### src/rtl/jtag_tdo_capture.sv
// jtag_tdo_capture: passive TAP monitor that packs shifted-out tdo bits into readback fifo words
module jtag_tdo_capture #(
    parameter int DATA_FIFO  = 8,
    parameter bit CAPTURE_IR = 1'b1
) (
    input  logic                 clk,
    input  logic                 rst,
    input  logic                 tck,
    input  logic                 tms,
    input  logic                 tdo,
    input  logic                 full,
    output logic [DATA_FIFO-1:0] wdata,
    output logic                 wr,
    output logic                 overflow,
    output logic [3:0]           tap_state,
    output logic                 shift_active
);
    typedef enum logic [3:0] {
        TLR, RTI, SEL_DR, CAP_DR, SH_DR, EX1_DR, PA_DR, EX2_DR, UPD_DR,
        SEL_IR, CAP_IR, SH_IR, EX1_IR, PA_IR, EX2_IR, UPD_IR
    } state_t;
    localparam int CW = $clog2(DATA_FIFO + 1);
    state_t               state, nxt;
    logic                 tck_r, tck_rr, tms_r, tdo_r, rise, cap, done, pend;
    logic [CW-1:0]        cnt, cnt_inc;
    logic [DATA_FIFO-1:0] word, word_nx;
    assign tap_state = state;
    assign wr        = pend & ~full;
    // TAP controller next state, taken only in tck rise cycles
    always_comb begin
        nxt = state;
        case (state)
            TLR:                  nxt = tms_r ? TLR    : RTI;
            RTI, UPD_DR, UPD_IR:  nxt = tms_r ? SEL_DR : RTI;
            SEL_DR:               nxt = tms_r ? SEL_IR : CAP_DR;
            SEL_IR:               nxt = tms_r ? TLR    : CAP_IR;
            CAP_DR, SH_DR:        nxt = tms_r ? EX1_DR : SH_DR;
            EX1_DR:               nxt = tms_r ? UPD_DR : PA_DR;
            PA_DR:                nxt = tms_r ? EX2_DR : PA_DR;
            EX2_DR:               nxt = tms_r ? UPD_DR : SH_DR;
            CAP_IR, SH_IR:        nxt = tms_r ? EX1_IR : SH_IR;
            EX1_IR:               nxt = tms_r ? UPD_IR : PA_IR;
            PA_IR:                nxt = tms_r ? EX2_IR : PA_IR;
            EX2_IR:               nxt = tms_r ? UPD_IR : SH_IR;
            default:              nxt = TLR;
        endcase
    end
    // capture decode: a word closes when full or when the shift state is left
    always_comb begin
        rise    = tck_r & ~tck_rr;
        cap     = rise && (state == SH_DR || (CAPTURE_IR && state == SH_IR));
        cnt_inc = cnt + CW'(1);
        word_nx = word | (DATA_FIFO'(tdo_r) << cnt);
        done    = cap && (cnt_inc == CW'(DATA_FIFO) || tms_r);
    end
    // input sampling, TAP tracking, word assembly and write/overflow handling
    always_ff @(posedge clk) begin
        if (rst) begin
            tck_r        <= 1'b0;
            tck_rr       <= 1'b0;
            tms_r        <= 1'b0;
            tdo_r        <= 1'b0;
            state        <= TLR;
            shift_active <= 1'b0;
            cnt          <= '0;
            word         <= '0;
            wdata        <= '0;
            pend         <= 1'b0;
            overflow     <= 1'b0;
        end else begin
            tck_r  <= tck;
            tck_rr <= tck_r;
            tms_r  <= tms;
            tdo_r  <= tdo;
            pend   <= done;
            if (pend && full) overflow <= 1'b1;
            if (rise) begin
                state        <= nxt;
                shift_active <= nxt == SH_DR || (CAPTURE_IR && nxt == SH_IR);
            end
            if (cap) begin
                cnt  <= done ? '0 : cnt_inc;
                word <= done ? '0 : word_nx;
            end
            if (done) wdata <= word_nx;
        end
    end
endmodule
### config.mk
export PLATFORM = sky130hd
export DESIGN_NAME = jtag_tdo_capture
export DESIGN_NICKNAME = d
export VERILOG_FILES = /design/src/rtl/jtag_tdo_capture.sv
export SDC_FILE = /design/constraint.sdc
export NUM_CORES = 1
export LEC_CHECK = 0
export CAP_MARGIN = 0
export CORE_AREA = 2 2 77 79
export CTS_CLUSTER_SIZE = 8
export DETAILED_ROUTE_END_ITERATION = 10
export DIE_AREA = 0 0 79 81
export PLACE_DENSITY = 0.49
export RECOVER_POWER = 25
export SKIP_CTS_REPAIR_TIMING = 1
export SLEW_MARGIN = 40
export SYNTH_ARGS = -nofsm -noshare
export SYNTH_HDL_FRONTEND = slang
export SYNTH_SLANG_ARGS = --single-unit
### constraint.sdc
create_clock -name clk -period 1.9 [get_ports clk]
set_input_delay 0.57 -clock clk [delete_from_list [all_inputs] [get_ports clk]]
set_output_delay 0.57 -clock clk [all_outputs]
set_load 0.005 [all_outputs]
; Word-level counts from Yosys, hierarchy flattened
; Index checks and enable logic that the tools add are counted.
[word_totals]
register_bits = 31
latch_bits = 0
ram_bits = 0
romBits = 0
input_bits = 6
out_inout_bits = 15
elab_cells = 61
memories = 0
[op_classes]
add_sub_neg = 1
multipliers = 0
n_div = 0
order_cmp = 0
eq_ne = 18
shifts = 1
muxes = 15
bitwise = 5
reduce_logical = 10
[ops]
columns = operator, n
row1 = $pmux 4 s12, 1
row2 = $eq 4x4->1 const B, 10
row3 = $eq 4x3->1 const B, 5
row4 = $mux 4, 5
row5 = $eq 4x2->1 const B, 2
row6 = $mux 8, 1
row7 = $or 8x8->8, 1
row8 = $shl 1x4->8, 1
row9 = $mux 2, 3
row10 = $mux 3, 2
row11 = $add 4x1->4 const B, 1
row12 = $eq 4x1->1 const B, 1
row13 = $logic_not 4->1, 1
row14 = $reduce_or 2->1, 2
row15 = $logic_and 1x1->1, 3
row16 = $logic_or 1x1->1, 3
row17 = $mux 1, 3
row18 = $reduce_or 3->1, 1
row19 = $and 1x1->1, 2
row20 = $not 1->1, 2

; Depth between registers and ports, before layout
; Gate-level depths: netlist of the first run.
[depth]
word_depth = 5
ltp_mapped = 6
ltp_nobuf = 5

; Worst setup path before layout of the first run
; Ideal clock, no wire load.
[synth_timing]
path_kind = register to register
startpoint = register state[2], in the netlist tap_state[2]
endpoint = register cnt[3]
setup_time_ps = 70
arrival_ps = 1769
t_required_ps = 1830
path_slack_ps = 61
stages_incl_launch_ff = 5
path_cell_list = dfxtp_1 or4b_4 a21o_1 or4_1 a21oi_1
[synth_between]
elab_chain_cells = 5
word_cells_on_any_way = 6
[synth_rtl]
columns = item, line_no
row1 = start: declaration, 23  ; state_t state, nxt;
row2 = start signal: assignment, 78  ; state <= nxt;
row3 = $eq 4x3->1 / $eq 4x4->1 (equally long branches), 51  ; cap = rise && (state == SH_DR || (CAPTURE_IR && state == SH_IR));
row4 = $logic_or 1x1->1 (*), 51
row5 = $logic_and 1x1->1 (*), 51
row6 = $logic_and 1x1->1, 54  ; done = cap && (cnt_inc == CW'(DATA_FIFO) || tms_r);
row7 = $mux 4, 82  ; cnt <= done ? '0 : cnt_inc;
row8 = end signal: assignment, 82
row9 = end: declaration, 25  ; logic [CW-1:0] cnt, cnt_inc;
; Every way passes the cells marked *; elsewhere a longest branch is shown, timed or not.
; A chain may end at the register's enable or synchronous reset.

; Final worst setup path of the first run
[layout_timing]
startpoint = register state[1], in the netlist tap_state[1]
endpoint = register cnt[2]
; Same word-level chain as after synthesis.

==> qor.csv, run 1 <==
metric;value;unit
status;complete, no violations;
synth warn;0;
Rows;28;
Detail Route Antenna Nets;0;
Final Max Slew Viols;0;
syn_area_per_cell;8.28;sq um
Post-Syn Area;0.00151;sq mm
Finished Layout Cells;303;
fin crit period;1.87;ns
Final #Nets;234;
Pwr Density;621;mW/mm^2
fraction of synthesized area in multiplexers;0;
root buf cell;clkbuf_8;
DRT Pass-1 Iters;5;
Core Box Area;0.00568;sq mm
Final Hold Fails;0;
initial core utilization;0.265;
Post-Place Cells;276;
Reg clk slew, reported paths;0.06;ns
Mapped Nets;189;
relative slew slack;0.644;
Vias/cell;4.88;
GR Overflow Total;0;
RSZ-0062 raised after global routing;yes;
Peak VDD IR;0.257;mV
Seq/Total Area, Yosys;0.412;
routed len/inst;12.5;um
antenna diode count;0;
top achievable clock speed;534;MHz
die height;81;um
pin slew with the least headroom to its limit;0.534;ns
Seq cells post-synth;31;
area grow syn2layout;42.7;%
final setup vio count;0;
buffers added on ports;20;
initial antenna violation count;0;
vias in the first global route;1270;
post-synthesis simple-gate area fraction;0.185;
DRC errors left;0;
max_cap viols;0;
min-delay worst type;flop to flop;
Post-Synth XOR/XNOR Area;0.00581;
final WL;3780;um
share of cells above drive strength 1;0.254;
H-tree depth;2;
Worst EP required;2.11;ns
library cells used by synthesis;40;
clock sink count;31;
post-synthesis adder-cell area fraction;0.00831;
CTS tree;yes;
final setup margin;0.0257;ns
DP HPWL;2490;um
fillers;603;
largest net degree at the start of global routing;17;
die width;79;um
Tot Pwr;1340;uW
vias;1479;
drt first-iter violations;63;
first-pass GRT wire length;6040;um
num ports;21;
clk_lat worst skew;0.28;ns
Synth Area in Compound Gates;0.325;
Tot GR Track Use;0.121;
fin crit share;0.986;
Setup crit start kind;flop;
crit end category;flop;
Die ar.;0.00640;sq mm
Pleak;0.000778;uW
Critical Path AT;2.08;ns
CTS max path bufs;2;
final setup skew;0.00466;ns
total CTS buffers;5;
Syn Inst Count;182;
gp weighted congestion;0.731;
Setup WS pre-CTS;-0.281;ns
main combinational cell family by area after synthesis;compound AO/OA/AOI/OAI gates;
worst-path maximum fanout;5;
CP Class;flop to flop;
==> registers in the layout, summed over array words and instances (netlist names) <==
register      count
wdata             8
tdo_r             1
shift_active      1
tms_r             1
tck_r             1
tck_rr            1
tap_state         4
overflow          1
pend              1
word              8
cnt               4
==> synth_stat cells <==
| master | n | area [sq um] |
|---|---|---|
| dfxtp_1 | 31 | 621 |
| a21oi_1 | 22 | 110 |
| o21ai_0 | 18 | 90.1 |
| clkbuf_1 | 13 | 48.8 |
| inv_1 | 9 | 33.8 |
| nor2_1 | 9 | 33.8 |
| o22ai_1 | 8 | 50.1 |
| nand2_1 | 7 | 26.3 |
| o211ai_1 | 7 | 52.6 |
| nor2b_1 | 6 | 37.5 |
| nand3_1 | 4 | 20.0 |
| nor3_1 | 4 | 20.0 |
| a211oi_1 | 3 | 22.5 |
| nand3b_1 | 3 | 22.5 |
| o221ai_1 | 3 | 26.3 |
| or4_1 | 3 | 22.5 |
| a211o_1 | 2 | 17.5 |
| a21o_1 | 2 | 15.0 |
| a22oi_1 | 2 | 15.0 |
| a2bb2oi_1 | 2 | 17.5 |
| buf_2 | 2 | 10.0 |
| nand2b_1 | 2 | 12.5 |
| or2_2 | 2 | 12.5 |
| or4b_1 | 2 | 20.0 |
| a21boi_0 | 1 | 7.51 |
| a21oi_2 | 1 | 8.76 |
| a221o_1 | 1 | 10.0 |
| a311o_1 | 1 | 10.0 |
| a31o_2 | 1 | 8.76 |
| a31oi_1 | 1 | 6.26 |
| and3b_1 | 1 | 8.76 |
| buf_1 | 1 | 3.75 |
| ha_1 | 1 | 12.5 |
| nand4b_1 | 1 | 8.76 |
| o211a_1 | 1 | 10.0 |
| o21bai_2 | 1 | 11.3 |
| or3b_2 | 1 | 8.76 |
| or4_4 | 1 | 11.3 |
| or4b_4 | 1 | 13.8 |
| xnor2_1 | 1 | 8.76 |
==> where the power goes <==
part / switching [uW] / internal (uW) / total, uW
clock: 239 / 330 / 570
sequential: 7.42 / 656 / 664
combinational: 51.0 / 51.1 / 102
total: 298 / 1040 / 1340
==> area by class of cell <==
| class | instances | area, sq um | area share |
|---|---|---|---|
| Multi-Input combinational cell | 127 | 836 | 0.389 |
| Sequential cell | 31 | 623 | 0.290 |
| Timing Repair Buffer | 53 | 463 | 0.215 |
| Clock buffer | 8 | 100 | 0.0466 |
| Tap cell | 75 | 93.8 | 0.0437 |
| Inverter | 9 | 33.8 | 0.0157 |
==> path summary, 6_finish.rpt <==
path / startpoint / to / cells after the start / slack [ns]
hold reg to reg: shift_active$_SDFFE_PP0P_ / shift_active$_SDFFE_PP0P_ / 2 / 0.46
setup reg to reg: tap_state[1]$_SDFFE_PP0P_ / cnt[2]$_SDFFE_PP0P_ / 4 / 0.03
hold / removal: shift_active$_SDFFE_PP0P_ / shift_active$_SDFFE_PP0P_ / 2 / 0.46
setup / recovery: tap_state[1]$_SDFFE_PP0P_ / cnt[2]$_SDFFE_PP0P_ / 4 / 0.03
==> critical path, cell delays in order, from the launching register on <==
cell and delay (ns):
dfxtp_1 0.32, or4b_4 0.58, a21o_4 0.26, or4b_1 0.50
a21oi_1 0.15
==> stage by stage <==
step           setup TNS [ns]   util  hold WS (ns)  area [sq um]
2_1_floorplan               0      -         0.437          1510
3_3_place_gp           -0.271  0.326         0.451          1850
3_5_place_dp           -0.303  0.326         0.453          1850
4_1_cts                -0.415  0.344         0.463          1950
5_1_grt               -0.0670  0.379         0.484          2150
6_report                    0  0.379         0.462          2150
==> cell usage in the layout, fill, tap and decap left out, drive strengths merged, types with 6 or more instances in the layout <==
master / n
buf: 32
dfxtp: 31
a21oi: 23
o21ai: 18
clkdlybuf4s50: 18
inv: 9
nor2: 9
clkbuf: 9
o22ai: 8
o211ai: 7
nand2: 7
nor2b: 6
==> per-layer routing <==
metal	track usage	vias up	wire (um)
li1	-	763	-
met1	0.154	670	1770
met2	0.191	39	1780
met3	0.0344	7	171
met4	0.0569	0	61
met5	0	-	0
==> cells by family (layout without fill, tap and decap cells) <==
kind of cell,after synthesis,in the layout
buffers and inverters,25,70
adders and majority gates,1,1
AOI/OAI and AO/OA,77,78
DFF,31,31
and+or+nand+nor,47,47
xor gates and xnor gates,1,1
No activity file was read; power rests on OpenSTA's default activity.
==> inputs of run 2 (changes only) <==
--- a/config.mk
+++ b/config.mk
@@ -10,7 +10,7 @@
 export CTS_CLUSTER_SIZE = 8
 export DETAILED_ROUTE_END_ITERATION = 10
 export DIE_AREA = 0 0 79 81
-export PLACE_DENSITY = 0.49
+export PLACE_DENSITY = 0.56
 export RECOVER_POWER = 25
 export SKIP_CTS_REPAIR_TIMING = 1
 export SLEW_MARGIN = 40
==> qor.csv, run 2 (synthesized netlist as in run 1, its figures left out) <==
metric;value;unit
share of cells above drive strength 1;0.209;
antenna diode count;0;
total CTS buffers;5;
most frequent cells in the layout;dfxtp_1 (31), a21oi_1 (21), buf_4 (20);
RSZ-0062 raised after global routing;yes;
Setup crit start kind;flop;
DRC errors left;0;
Post-Place Cells;276;
Core Box Area;0.00568;sq mm
fin crit period;1.87;ns
Vias/cell;4.99;
area grow syn2layout;38.3;%
Rows;28;
Finished Layout Cells;295;
min-delay src;shift_active$_SDFFE_PP0P_;
CTS tree;yes;
initial antenna violation count;0;
Setup TNS Final;0;ns
largest net degree at the start of global routing;20;
CP startpoint;tap_state[0]$_SDFFE_PP0P_;
clock sink count;31;
min-delay worst type;flop to flop;
Worst Reg-to-Reg Cells;4;
Detail Route Antenna Nets;0;
final WL;3610;um
Reg clk slew, reported paths;0.06;ns
Pwr Density;639;mW/mm^2
Pleak;0.000732;uW
relative slew slack;0.636;
num ports;21;
final setup vio count;0;
die height;81;um
buffers added on ports;20;
worst-path maximum fanout;11;
root buf cell;clkbuf_8;
FF-to-FF setup slack;0.05;ns
Peak VDD IR;0.248;mV
initial core utilization;0.265;
Final #Nets;226;
pin slew with the least headroom to its limit;0.546;ns
top achievable clock speed;535;MHz
CTS max path bufs;2;
Final Hold Fails;0;
vias in the first global route;1233;
Critical Path AT;1.30;ns
Die ar.;0.00640;sq mm
Area after DPL;0.00185;sq mm
vias;1472;
final setup skew;0.00447;ns
design area;0.00208;sq mm
first-pass GRT wire length;5610;um
fin crit share;0.984;
Final Max Slew Viols;0;
commonest non-fill, non-tap cell in the layout;dfxtp_1;
r2r endpoint;word[6]$_SDFFE_PP0P_;
CP Class;flop to output pin;
H-tree depth;2;
clk_lat worst skew;0.28;ns
DRT Pass-1 Iters;4;
FF-to-FF Start;tap_state[0]$_SDFFE_PP0P_;
drt first-iter violations;54;
DP HPWL;2470;um
Tot Pwr;1330;uW
gp weighted congestion;0.778;
die width;79;um
Worst EP required;1.33;ns
routed len/inst;12.3;um
Largest regs;wdata (8), word (8);
Worst setup endpoint;tap_state[0];
status;complete, no violations;
GR Overflow Total;0;
max_cap viols;0;
crit end category;output pin;
Tot GR Track Use;0.112;
-- run 2: critical path, stage by stage (launching register included) --
cell and delay (ns):
dfxtp_1 0.33, buf_4 0.17, clkdlybuf4s50_1 0.51
-- run 2: final cells by class --
| type | instances | area (sq um) |
|---|---|---|
| clock buffer | 8 | 100 |
| fill | 603 | 3590 |
| inverter | 9 | 33.8 |
| multi-input combinational | 127 | 837 |
| sequential | 31 | 621 |
| tap | 75 | 93.8 |
| timing repair buffer | 45 | 398 |
-- run 2: worst min-delay path by stage --
stage / endpoint / slack, ns / depth (start not counted)
CTS: shift_active$_SDFFE_PP0P_ / 0.46 / 2
finish: shift_active$_SDFFE_PP0P_ / 0.46 / 2
floorplan: word[3]$_SDFFE_PP0P_ / 0.44 / 2
global placement: shift_active$_SDFFE_PP0P_ / 0.45 / 2
detailed placement: shift_active$_SDFFE_PP0P_ / 0.46 / 2
global route: shift_active$_SDFFE_PP0P_ / 0.48 / 2
-- run 2: per-layer routing --
layer | vias to the layer above | GRT usage | share of wire | wire (um)
met3 | 5 | 0.0378 | 0.037 | 135
li1 | 750 | - | - | -
met1 | 694 | 0.138 | 0.47 | 1680
met4 | 0 | 0.0466 | 0.017 | 63
met5 | - | 0 | 0 | 0
met2 | 23 | 0.180 | 0.48 | 1730
-- run 2: per-stage QoR --
step	utilization	setup WS [ns]	hold slack, ns
after floorplan	-	0.0610	0.437
after global placement	0.326	-0.270	0.450
after detailed placement	0.326	-0.277	0.455
after CTS	0.344	-0.279	0.464
after global routing	0.367	-0.00749	0.482
final	0.367	0.0296	0.462
-- run 2: power breakdown --
group	internal [uW]	total, uW	switching [uW]
sequential	656	662	5.12
clock	330	570	240
combinational	46.1	98.6	52.5
